[config.mk]
export PLATFORM = sky130hd
export DESIGN_NAME = tawas_ls
export DESIGN_NICKNAME = d
export VERILOG_FILES = /design/src/rtl/tawas_ls_pkg.sv /design/src/rtl/tawas_ls_align.sv /design/src/rtl/tawas_ls.sv
export SDC_FILE = /design/constraint.sdc
export NUM_CORES = 1
export LEC_CHECK = 0
export CAP_MARGIN = 20
export CORE_ASPECT_RATIO = 2
export CORE_UTILIZATION = 30
export CTS_CLUSTER_DIAMETER = 30
export DETAILED_ROUTE_END_ITERATION = 10
export PLACE_DENSITY_LB_ADDON = 0.2
export SYNTH_ARGS = -nofsm -noshare
export SYNTH_HDL_FRONTEND = slang
export SYNTH_SLANG_ARGS = --single-unit
[constraint.sdc]
create_clock -name clk -period 4.27 [get_ports clk]
set_input_delay 0.6405 -clock clk [delete_from_list [all_inputs] [get_ports clk]]
set_output_delay 0.6405 -clock clk [all_outputs]
set_load 0.05 [all_outputs]
[src/rtl/tawas_ls_pkg.sv]
// Shared types and constants for the tawas_ls load/store pipeline.
package tawas_ls_pkg;

  typedef enum logic [1:0] {
    LS_BYTE = 2'd0,
    LS_HALF = 2'd1,
    LS_WORD = 2'd2,
    LS_RSVD = 2'd3
  } ls_size_e;

  // Read data appears on din this many cycles after dcs.
  localparam int LS_DIN_LATENCY = 2;
  // Issue (S0) through load writeback (S3).
  localparam int LS_STAGES = 4;

  // Per-load bookkeeping carried from issue until read data is captured.
  typedef struct packed {
    logic       vld;
    logic [2:0] sel;
    logic [1:0] lane;
    ls_size_e   size;
    logic       sgn;
  } ld_meta_t;

  function automatic logic ls_legal(ls_size_e size, logic [1:0] lane);
    case (size)
      LS_BYTE: ls_legal = 1'b1;
      LS_HALF: ls_legal = ~lane[0];
      LS_WORD: ls_legal = (lane == 2'b00);
      default: ls_legal = 1'b0;
    endcase
  endfunction

endpackage

[src/rtl/tawas_ls_align.sv]
// Byte-lane steering: store replication and lane mask, load extraction and
// zero/sign extension. Purely combinational.
module tawas_ls_align
  import tawas_ls_pkg::*;
(
  input  ls_size_e    size_i,
  input  logic [1:0]  lane_i,
  input  logic        signed_i,
  input  logic [31:0] wdata_i,
  input  logic [31:0] rdata_i,
  output logic [3:0]  mask_o,
  output logic [31:0] wdata_o,
  output logic [31:0] rdata_o
);

  logic [15:0] rd_lane;

  // Bring the addressed lane down to bit 0; only the low half is ever needed.
  assign rd_lane = 16'(rdata_i >> {lane_i, 3'b000});

  always_comb begin
    // NOTE: every output gets a default before the case so no path leaves it
    // unassigned, which would otherwise infer a latch.
    mask_o  = 4'b0000;
    wdata_o = wdata_i;
    rdata_o = rdata_i;
    case (size_i)
      LS_BYTE: begin
        mask_o  = 4'b0001 << lane_i;
        wdata_o = {4{wdata_i[7:0]}};
        rdata_o = {{24{signed_i & rd_lane[7]}}, rd_lane[7:0]};
      end
      LS_HALF: begin
        mask_o  = lane_i[1] ? 4'b1100 : 4'b0011;
        wdata_o = {2{wdata_i[15:0]}};
        rdata_o = {{16{signed_i & rd_lane[15]}}, rd_lane};
      end
      LS_WORD: mask_o = 4'b1111;
      default: ;
    endcase
  end

endmodule

[src/rtl/tawas_ls.sv]
// Tawas load/store unit: S0 issue to the data bus, S1 pointer writeback,
// S2 read-data capture, S3 load writeback. One op per cycle, no stalls.
module tawas_ls
  import tawas_ls_pkg::*;
(
  input  logic        clk,
  input  logic        rst_n,
  input  logic        ls_op_vld_i,
  input  logic        ls_op_store_i,
  input  logic [1:0]  ls_size_i,
  input  logic        ls_signed_i,
  input  logic [31:0] ls_offset_i,
  input  logic        ls_ptr_wb_i,
  input  logic [2:0]  ls_ptr_sel_i,
  input  logic [2:0]  ls_load_sel_i,
  input  logic [31:0] ls_ptr_i,
  input  logic [31:0] ls_store_i,
  output logic        ls_ptr_upd_vld_o,
  output logic [2:0]  ls_ptr_upd_sel_o,
  output logic [31:0] ls_ptr_upd_o,
  output logic        ls_load_vld_o,
  output logic [2:0]  ls_load_sel_o,
  output logic [31:0] ls_load_o,
  output logic        ls_err_o,
  output logic        dcs_o,
  output logic        dwr_o,
  output logic [31:0] daddr_o,
  output logic [3:0]  dmask_o,
  output logic [31:0] dout_o,
  input  logic [31:0] din_i
);

  logic [31:0] ea;
  ls_size_e    size;
  logic        issue;
  logic [3:0]  st_mask;
  logic [31:0] st_wdata;
  logic [31:0] unused_st_rdata;

  logic        ptr_upd_vld_d, ptr_upd_vld_q;
  logic [2:0]  ptr_upd_sel_d, ptr_upd_sel_q;
  logic [31:0] ptr_upd_d, ptr_upd_q;
  logic        err_d, err_q;
  ld_meta_t    ld_meta_d;
  ld_meta_t    ld_pipe_q [LS_DIN_LATENCY];
  ld_meta_t    ld_last;
  logic [31:0] ld_ext;
  logic [3:0]  unused_ld_mask;
  logic [31:0] unused_ld_wdata;
  logic        load_vld_d, load_vld_q;
  logic [2:0]  load_sel_d, load_sel_q;
  logic [31:0] load_d, load_q;

  // S0: effective address wraps modulo 2^32 by construction.
  assign ea    = ls_ptr_i + ls_offset_i;
  assign size  = ls_size_e'(ls_size_i);
  assign issue = ls_op_vld_i & ls_legal(size, ea[1:0]);

  tawas_ls_align u_align_st (
    .size_i   (size),
    .lane_i   (ea[1:0]),
    .signed_i (1'b0),
    .wdata_i  (ls_store_i),
    .rdata_i  (32'h0),
    .mask_o   (st_mask),
    .wdata_o  (st_wdata),
    .rdata_o  (unused_st_rdata)
  );

  assign dcs_o   = issue;
  assign dwr_o   = issue & ls_op_store_i;
  assign daddr_o = issue ? {ea[31:2], 2'b00} : 32'h0;
  assign dmask_o = issue ? st_mask : 4'b0000;
  assign dout_o  = dwr_o ? st_wdata : 32'h0;

  assign ptr_upd_vld_d = issue & ls_ptr_wb_i;
  assign ptr_upd_sel_d = ptr_upd_vld_d ? ls_ptr_sel_i : 3'd0;
  assign ptr_upd_d     = ptr_upd_vld_d ? ea : 32'h0;
  assign err_d         = ls_op_vld_i & ~issue;

  always_comb begin
    ld_meta_d      = '0;
    ld_meta_d.vld  = issue & ~ls_op_store_i;
    ld_meta_d.sel  = ls_load_sel_i;
    ld_meta_d.lane = ea[1:0];
    ld_meta_d.size = size;
    ld_meta_d.sgn  = ls_signed_i;
  end

  // Oldest entry is in S2, the cycle its read data is on din.
  assign ld_last = ld_pipe_q[LS_DIN_LATENCY-1];

  tawas_ls_align u_align_ld (
    .size_i   (ld_last.size),
    .lane_i   (ld_last.lane),
    .signed_i (ld_last.sgn),
    .wdata_i  (32'h0),
    .rdata_i  (din_i),
    .mask_o   (unused_ld_mask),
    .wdata_o  (unused_ld_wdata),
    .rdata_o  (ld_ext)
  );

  assign load_vld_d = ld_last.vld;
  assign load_sel_d = ld_last.vld ? ld_last.sel : 3'd0;
  assign load_d     = ld_last.vld ? ld_ext : 32'h0;

  // NOTE: state uses non-blocking assignments so every register samples the
  // pre-edge value of its neighbour; blocking would collapse the pipeline.
  always_ff @(posedge clk or negedge rst_n) begin
    if (!rst_n) begin
      ptr_upd_vld_q <= 1'b0;
      ptr_upd_sel_q <= 3'd0;
      ptr_upd_q     <= 32'h0;
      err_q         <= 1'b0;
      load_vld_q    <= 1'b0;
      load_sel_q    <= 3'd0;
      load_q        <= 32'h0;
      // NOTE: the pipe array is reset too: its valid bits must clear so
      // in-flight loads are dropped, not written back after reset.
      for (int i = 0; i < LS_DIN_LATENCY; i++) ld_pipe_q[i] <= '0;
    end else begin
      ptr_upd_vld_q <= ptr_upd_vld_d;
      ptr_upd_sel_q <= ptr_upd_sel_d;
      ptr_upd_q     <= ptr_upd_d;
      err_q         <= err_d;
      load_vld_q    <= load_vld_d;
      load_sel_q    <= load_sel_d;
      load_q        <= load_d;
      ld_pipe_q[0]  <= ld_meta_d;
      for (int i = 1; i < LS_DIN_LATENCY; i++) ld_pipe_q[i] <= ld_pipe_q[i-1];
    end
  end

  assign ls_ptr_upd_vld_o = ptr_upd_vld_q;
  assign ls_ptr_upd_sel_o = ptr_upd_sel_q;
  assign ls_ptr_upd_o     = ptr_upd_q;
  assign ls_err_o         = err_q;
  assign ls_load_vld_o    = load_vld_q;
  assign ls_load_sel_o    = load_sel_q;
  assign ls_load_o        = load_q;

endmodule

Word level (Yosys, flattened, before mapping)
Index checks and enable logic that the tools add are counted.
{"block": "op_classes", "add_sub_neg": 1, "multipliers": 0, "n_div": 0, "magnitude_cmp": 0, "eq_ne": 3, "n_shift": 2, "muxes": 12, "bitwise": 10, "n_reduce_logical": 3}
{"op": "$mux W32", "n": 4}
{"op": "$pmux W32 S2", "n": 2}
{"op": "$add A32 B32 Y32", "n": 1}
{"op": "$shr A32 B5 Y16", "n": 1}
{"op": "$pmux W4 S3", "n": 1}
{"op": "$mux W4", "n": 2}
{"op": "$and A1 B1 Y1", "n": 7}
{"op": "$logic_not A2 Y1", "n": 3}
{"op": "$mux W3", "n": 2}
{"op": "$eq A2 B1 Y1 const B", "n": 2}
{"op": "$shl A1 B2 Y4 const A", "n": 1}
{"op": "$not A1 Y1", "n": 3}
{"op": "$pmux W1 S3", "n": 1}
{"op": "$eq A2 B2 Y1 const B", "n": 1}
{"block": "word_totals", "register_bits": 91, "latch_bits": 0, "ram_bits": 0, "mem_bits_ro": 0, "word_cells": 48, "mem_count": 0}

Longest topological paths before layout
{"block": "depth", "ltp_word": 6, "depth_mapped": 11, "depth_no_buf": 11}

Cells and area by module
Synthesis repeated with hierarchy kept, for this count alone.
{"block": "hier_totals", "hier_cells": 959, "hier_area_um2": 7788.7}
{"mod": "tawas_ls", "instances": 1, "cells_each": 549, "area_each_um2": 5231.3, "seq_area_each_um2": 2277.2}
{"mod": "tawas_ls_align", "instances": 2, "cells_each": 205, "area_each_um2": 1278.7, "seq_area_each_um2": 0.0}

Worst setup path before layout
Ideal clock, no wire load.
{"block": "synth_path", "path_type": "input port to output port", "from": "input ls_offset_i[0]", "to": "output dmask_o[2]", "t_arrival_ps": 3955, "slack_ps": -326, "stages": 6, "path_cell_list": "ha_1 > inv_1 > fa_1 > inv_1 > a21oi_1 > a2111oi_0"}
{"block": "synth_via", "elab_chain_len": 5}
{"item": "from (decl)", "line_no": "tawas_ls.sv:12", "source": "input logic [31:0] ls_offset_i,"}
{"item": "$add A32 B32 Y32 (*)", "line_no": "tawas_ls.sv:55", "source": "assign ea = ls_ptr_i + ls_offset_i;"}
{"item": "net ea[1]", "line_no": "tawas_ls.sv:33", "source": "logic [31:0] ea;"}
{"item": "$logic_not A2 Y1", "line_no": "tawas_ls_pkg.sv:29", "source": "LS_WORD: ls_legal = (lane == 2'b00);"}
{"item": "$pmux W1 S3", "line_no": "tawas_ls_pkg.sv:26", "source": "case (size)"}
{"item": "$and A1 B1 Y1", "line_no": "tawas_ls.sv:57", "source": "assign issue = ls_op_vld_i & ls_legal(size, ea[1:0]);"}
{"item": "$mux W4 (*)", "line_no": "tawas_ls.sv:73", "source": "assign dmask_o = issue ? st_mask : 4'b0000;"}
{"item": "to (decl)", "line_no": "tawas_ls.sv:28", "source": "output logic [3:0] dmask_o,"}
The timed path passes the listed nets; every way through them passes the cells marked *.

Final worst setup path
{"block": "layout_path", "from": "input ls_offset_i[0]", "to": "output daddr_o[24]"}
{"block": "layout_via", "elab_chain_len": 5}
{"item": "$add A32 B32 Y32 (*)", "line_no": "tawas_ls.sv:55"}
{"item": "$logic_not A2 Y1 or $not A1 Y1 (tied branches)", "line_no": "tawas_ls_pkg.sv:29, tawas_ls_pkg.sv:28"}
{"item": "$pmux W1 S3", "line_no": "tawas_ls_pkg.sv:26"}
{"item": "$and A1 B1 Y1", "line_no": "tawas_ls.sv:57"}
{"item": "$mux W32 (*)", "line_no": "tawas_ls.sv:72", "source": "assign daddr_o = issue ? {ea[31:2], 2'b00} : 32'h0;"}
{"item": "to (decl)", "line_no": "tawas_ls.sv:27", "source": "output logic [31:0] daddr_o,"}
Every way passes the cells marked *; elsewhere a longest branch is shown, timed or not.

==> impl_metrics.yaml <==
critical_path:
  arrival_ps: 3540
  worstPathRequired_ps: 3630
  startpoint_type: "input port"
  critPathCaptureType: "output port"
  critPathKind: "input port to output port"
  critical_path.cell_chain: "clkdlybuf4s50_1 -> ha_1 -> inv_1 -> fa_2 -> nor2b_4 -> o2111a_1 -> a2111o_1 -> buf_4 -> a41o_1 -> o311ai_4 -> nand4_1 -> nand2_1 -> buf_4"
  max_stage_delay_ps: 440
  slowest_stage: "a2111o_1"
  crit_fanout: 5
  cp_common_cell: "buf_4"
global_routing:
  grtUsageTotal: 0.231
  antenna_found_initial: 0
  grt_max_degree: 44
  overflow: 0
  grt_pass1_vias: 6387
  grt_pass1_wl_um: 34900
sta:
  clock_skew_ps: 7.15
  slew_violations: 0
  finalHoldViolations: 0
  min_period_ps: 4180
  setup_tns_ps: 0
  setup_viol: 0
  finalCritPeriodShare: 0.978
  rsz0062_at_grt: "false"
  max_slew_margin: 0.512
  tightest_slew_ps: 731
  timing.fmax_mhz: 239
cts:
  cts_buffers: 9
  clockRootBuffer: "clkbuf_16"
  hold_buffers: 0
  path_clk_slew_ps: 70
  clkSinkCount: 91
  htree_levels: 3
  post_cts_buffers: 0
  clk_path_buf_depth: 2
  cts_resized: 0
  cts_tree: "yes"
  clk_latency_ps: 350
yosys:
  syn_area_um2: 5890
  synth_common_cells: "94 x nor2_1, 91 x dfrtp_1, 74 x a21oi_1"
  ys_ff_latch: 91
  synthTopCellsByArea: "dfrtp_1 39%, ha_1 6.6%, a21oi_1 6.3%"
  ys_dominant_reg_cell: "dfrtp_1"
  yosysWarnings: 0
  synthMostInstantiatedCell: "nor2_1"
  synth_top_area_share: 0.387
  synth_edf_count: 0
  ys_seq_area_frac: 0.387
  syn_avg_cell_area_um2: 8.55
  synthArstFlopShare: 1.00
  synthDistinctLibCells: 59
  synthCells: 689
  yosysTopAreaCell: "dfrtp_1"
route:
  drt-total-wl_um: 23000
  post_drt_wl_per_cell_um: 18.6
  vias_per_cell: 5.07
  route.detailed.drc: 0
  routed-via-count: 6258
  firstDrtPassIters: 4
  first_iter_violations: 251
  ant_nets: 0
placement:
  place.gp.congestion: 0.886
  dp_hpwl_um: 18500
  placed_area_um2: 9180
  io_buffers: 282
cells_and_area:
  syn2layout_area_growth_pct: 61.2
  layout-drive-gt1-share: 0.141
  final_area_um2: 9490
  final_util: 0.492
  antenna_cells: 0
  multi_input_area_um2: 3350
  fillers: 1903
  regArea_um2: 2280
  num-nets-final: 1144
hold_path:
  hold_class: "input port to asynchronous set/reset pin"
floorplanning:
  floorplan.rows: 72
  start_util: 0.305
  pin_count: 285
  core-area_um2: 19300
  fp.dieW_um: 101
  die_h_um: 200
  die-area_um2: 20200
power:
  power_mw: 2.93
  power_density_nw_per_um2: 309
  p_leak_nw: 4.40
  vdd_drop_max_uv: 153
status:
  outcome: "finished, final reports clean"
run:
  drv_cap: 0
-- path summary, 6_finish.rpt --
path | from | endpoint | slack, ps | cells after the start
worst max register to register | ld_last[3]$_DFF_PN0_ | ls_load_o[30]$_DFF_PN0_ | 1600 | 6
worst min register to register | ld_pipe_q[11]$_DFF_PN0_ | ld_last[2]$_DFF_PN0_ | 350 | 0
worst max-delay path | ls_offset_i[0] | daddr_o[24] | 90 | 13
worst min-delay path | rst_n | ls_load_o[19]$_DFF_PN0_ | 140 | 1
max in group asynchronous | rst_n | ls_load_o[15]$_DFF_PN0_ | 3340 | 2
min in group clk | ld_pipe_q[11]$_DFF_PN0_ | ld_last[2]$_DFF_PN0_ | 350 | 0
-- report_power, final --
part           switching, mW  internal [mW]
sequential            0.0300          0.903
combinational          0.708          0.476
clock                  0.344          0.470
-- registers in the layout, indices dropped and copies added, names as in the netlist --
signal            flops
ls_load_o            32
ls_ptr_upd_vld_o      1
ld_pipe_q             9
load_vld_d            1
ls_load_sel_o         3
ls_ptr_upd_sel_o      3
ld_last               8
ls_load_vld_o         1
ls_err_o              1
ls_ptr_upd_o         32
-- placed cells by master (no fill, tap or decap), drive strengths merged, types with 7 or more instances in the layout --
cell,count
dfrtp,91
xnor2,9
a211o,7
clkdlybuf4s50,214
ha,31
a31oi,8
o21a,13
o221a,7
inv,31
nor3,14
nand4,15
o21ai,27
a21o,14
clkbuf,10
buf,96
and3,19
mux2i,29
and2,10
a21oi,75
nor2,94
nand3,8
xor2,14
nand2,72
-- cells by family (layout without fill, tap and decap cells) --
group | after synthesis | after routing | synth area share
and+or+nand+nor | 254 | 254 | 0.198
AOI/OAI and AO/OA | 185 | 185 | 0.209
other | 1 | 2 | 0.000637
muxes | 31 | 31 | 0.0531
adders and majority gates | 32 | 32 | 0.0693
DFF | 91 | 91 | 0.387
xor gates and xnor gates | 23 | 23 | 0.0342
buffers and inverters | 72 | 357 | 0.0487
-- metrics by stage --
stage                     setup slack [ps]  hold WS (ps)  cells
final                                 93.8           141   1234
after global routing                  5.64           140   1234
after CTS                             45.4           131   1234
after detailed placement              48.6           335   1218
after global placement                 138           332   1218
after floorplan                        244           331    690
-- worst max-delay path, delay by kind of cell --
family	cells	cell delay, ps
buf+inv	4	840
compound gates	4	1310
simple gates	3	300
fa+ha+maj	2	450
-- final cells by class --
class,count,share of cell area
Clock buffer,10,0.0252
Tap cell,259,0.0341
Sequential cell,91,0.240
Clock inverter,6,0.00672
Multi-Input combinational cell,527,0.352
Timing Repair Buffer,310,0.329
Inverter,31,0.0123
-- routing by layer --
layer | global-route usage | share of wire | vias up
li1 | - | - | 2979
met1 | 0.223 | 0.34 | 2989
met2 | 0.454 | 0.57 | 250
met3 | 0.0408 | 0.052 | 40
met4 | 0.106 | 0.036 | 0
met5 | 0 | 0 | -
(Power assumes the default switching activity.)
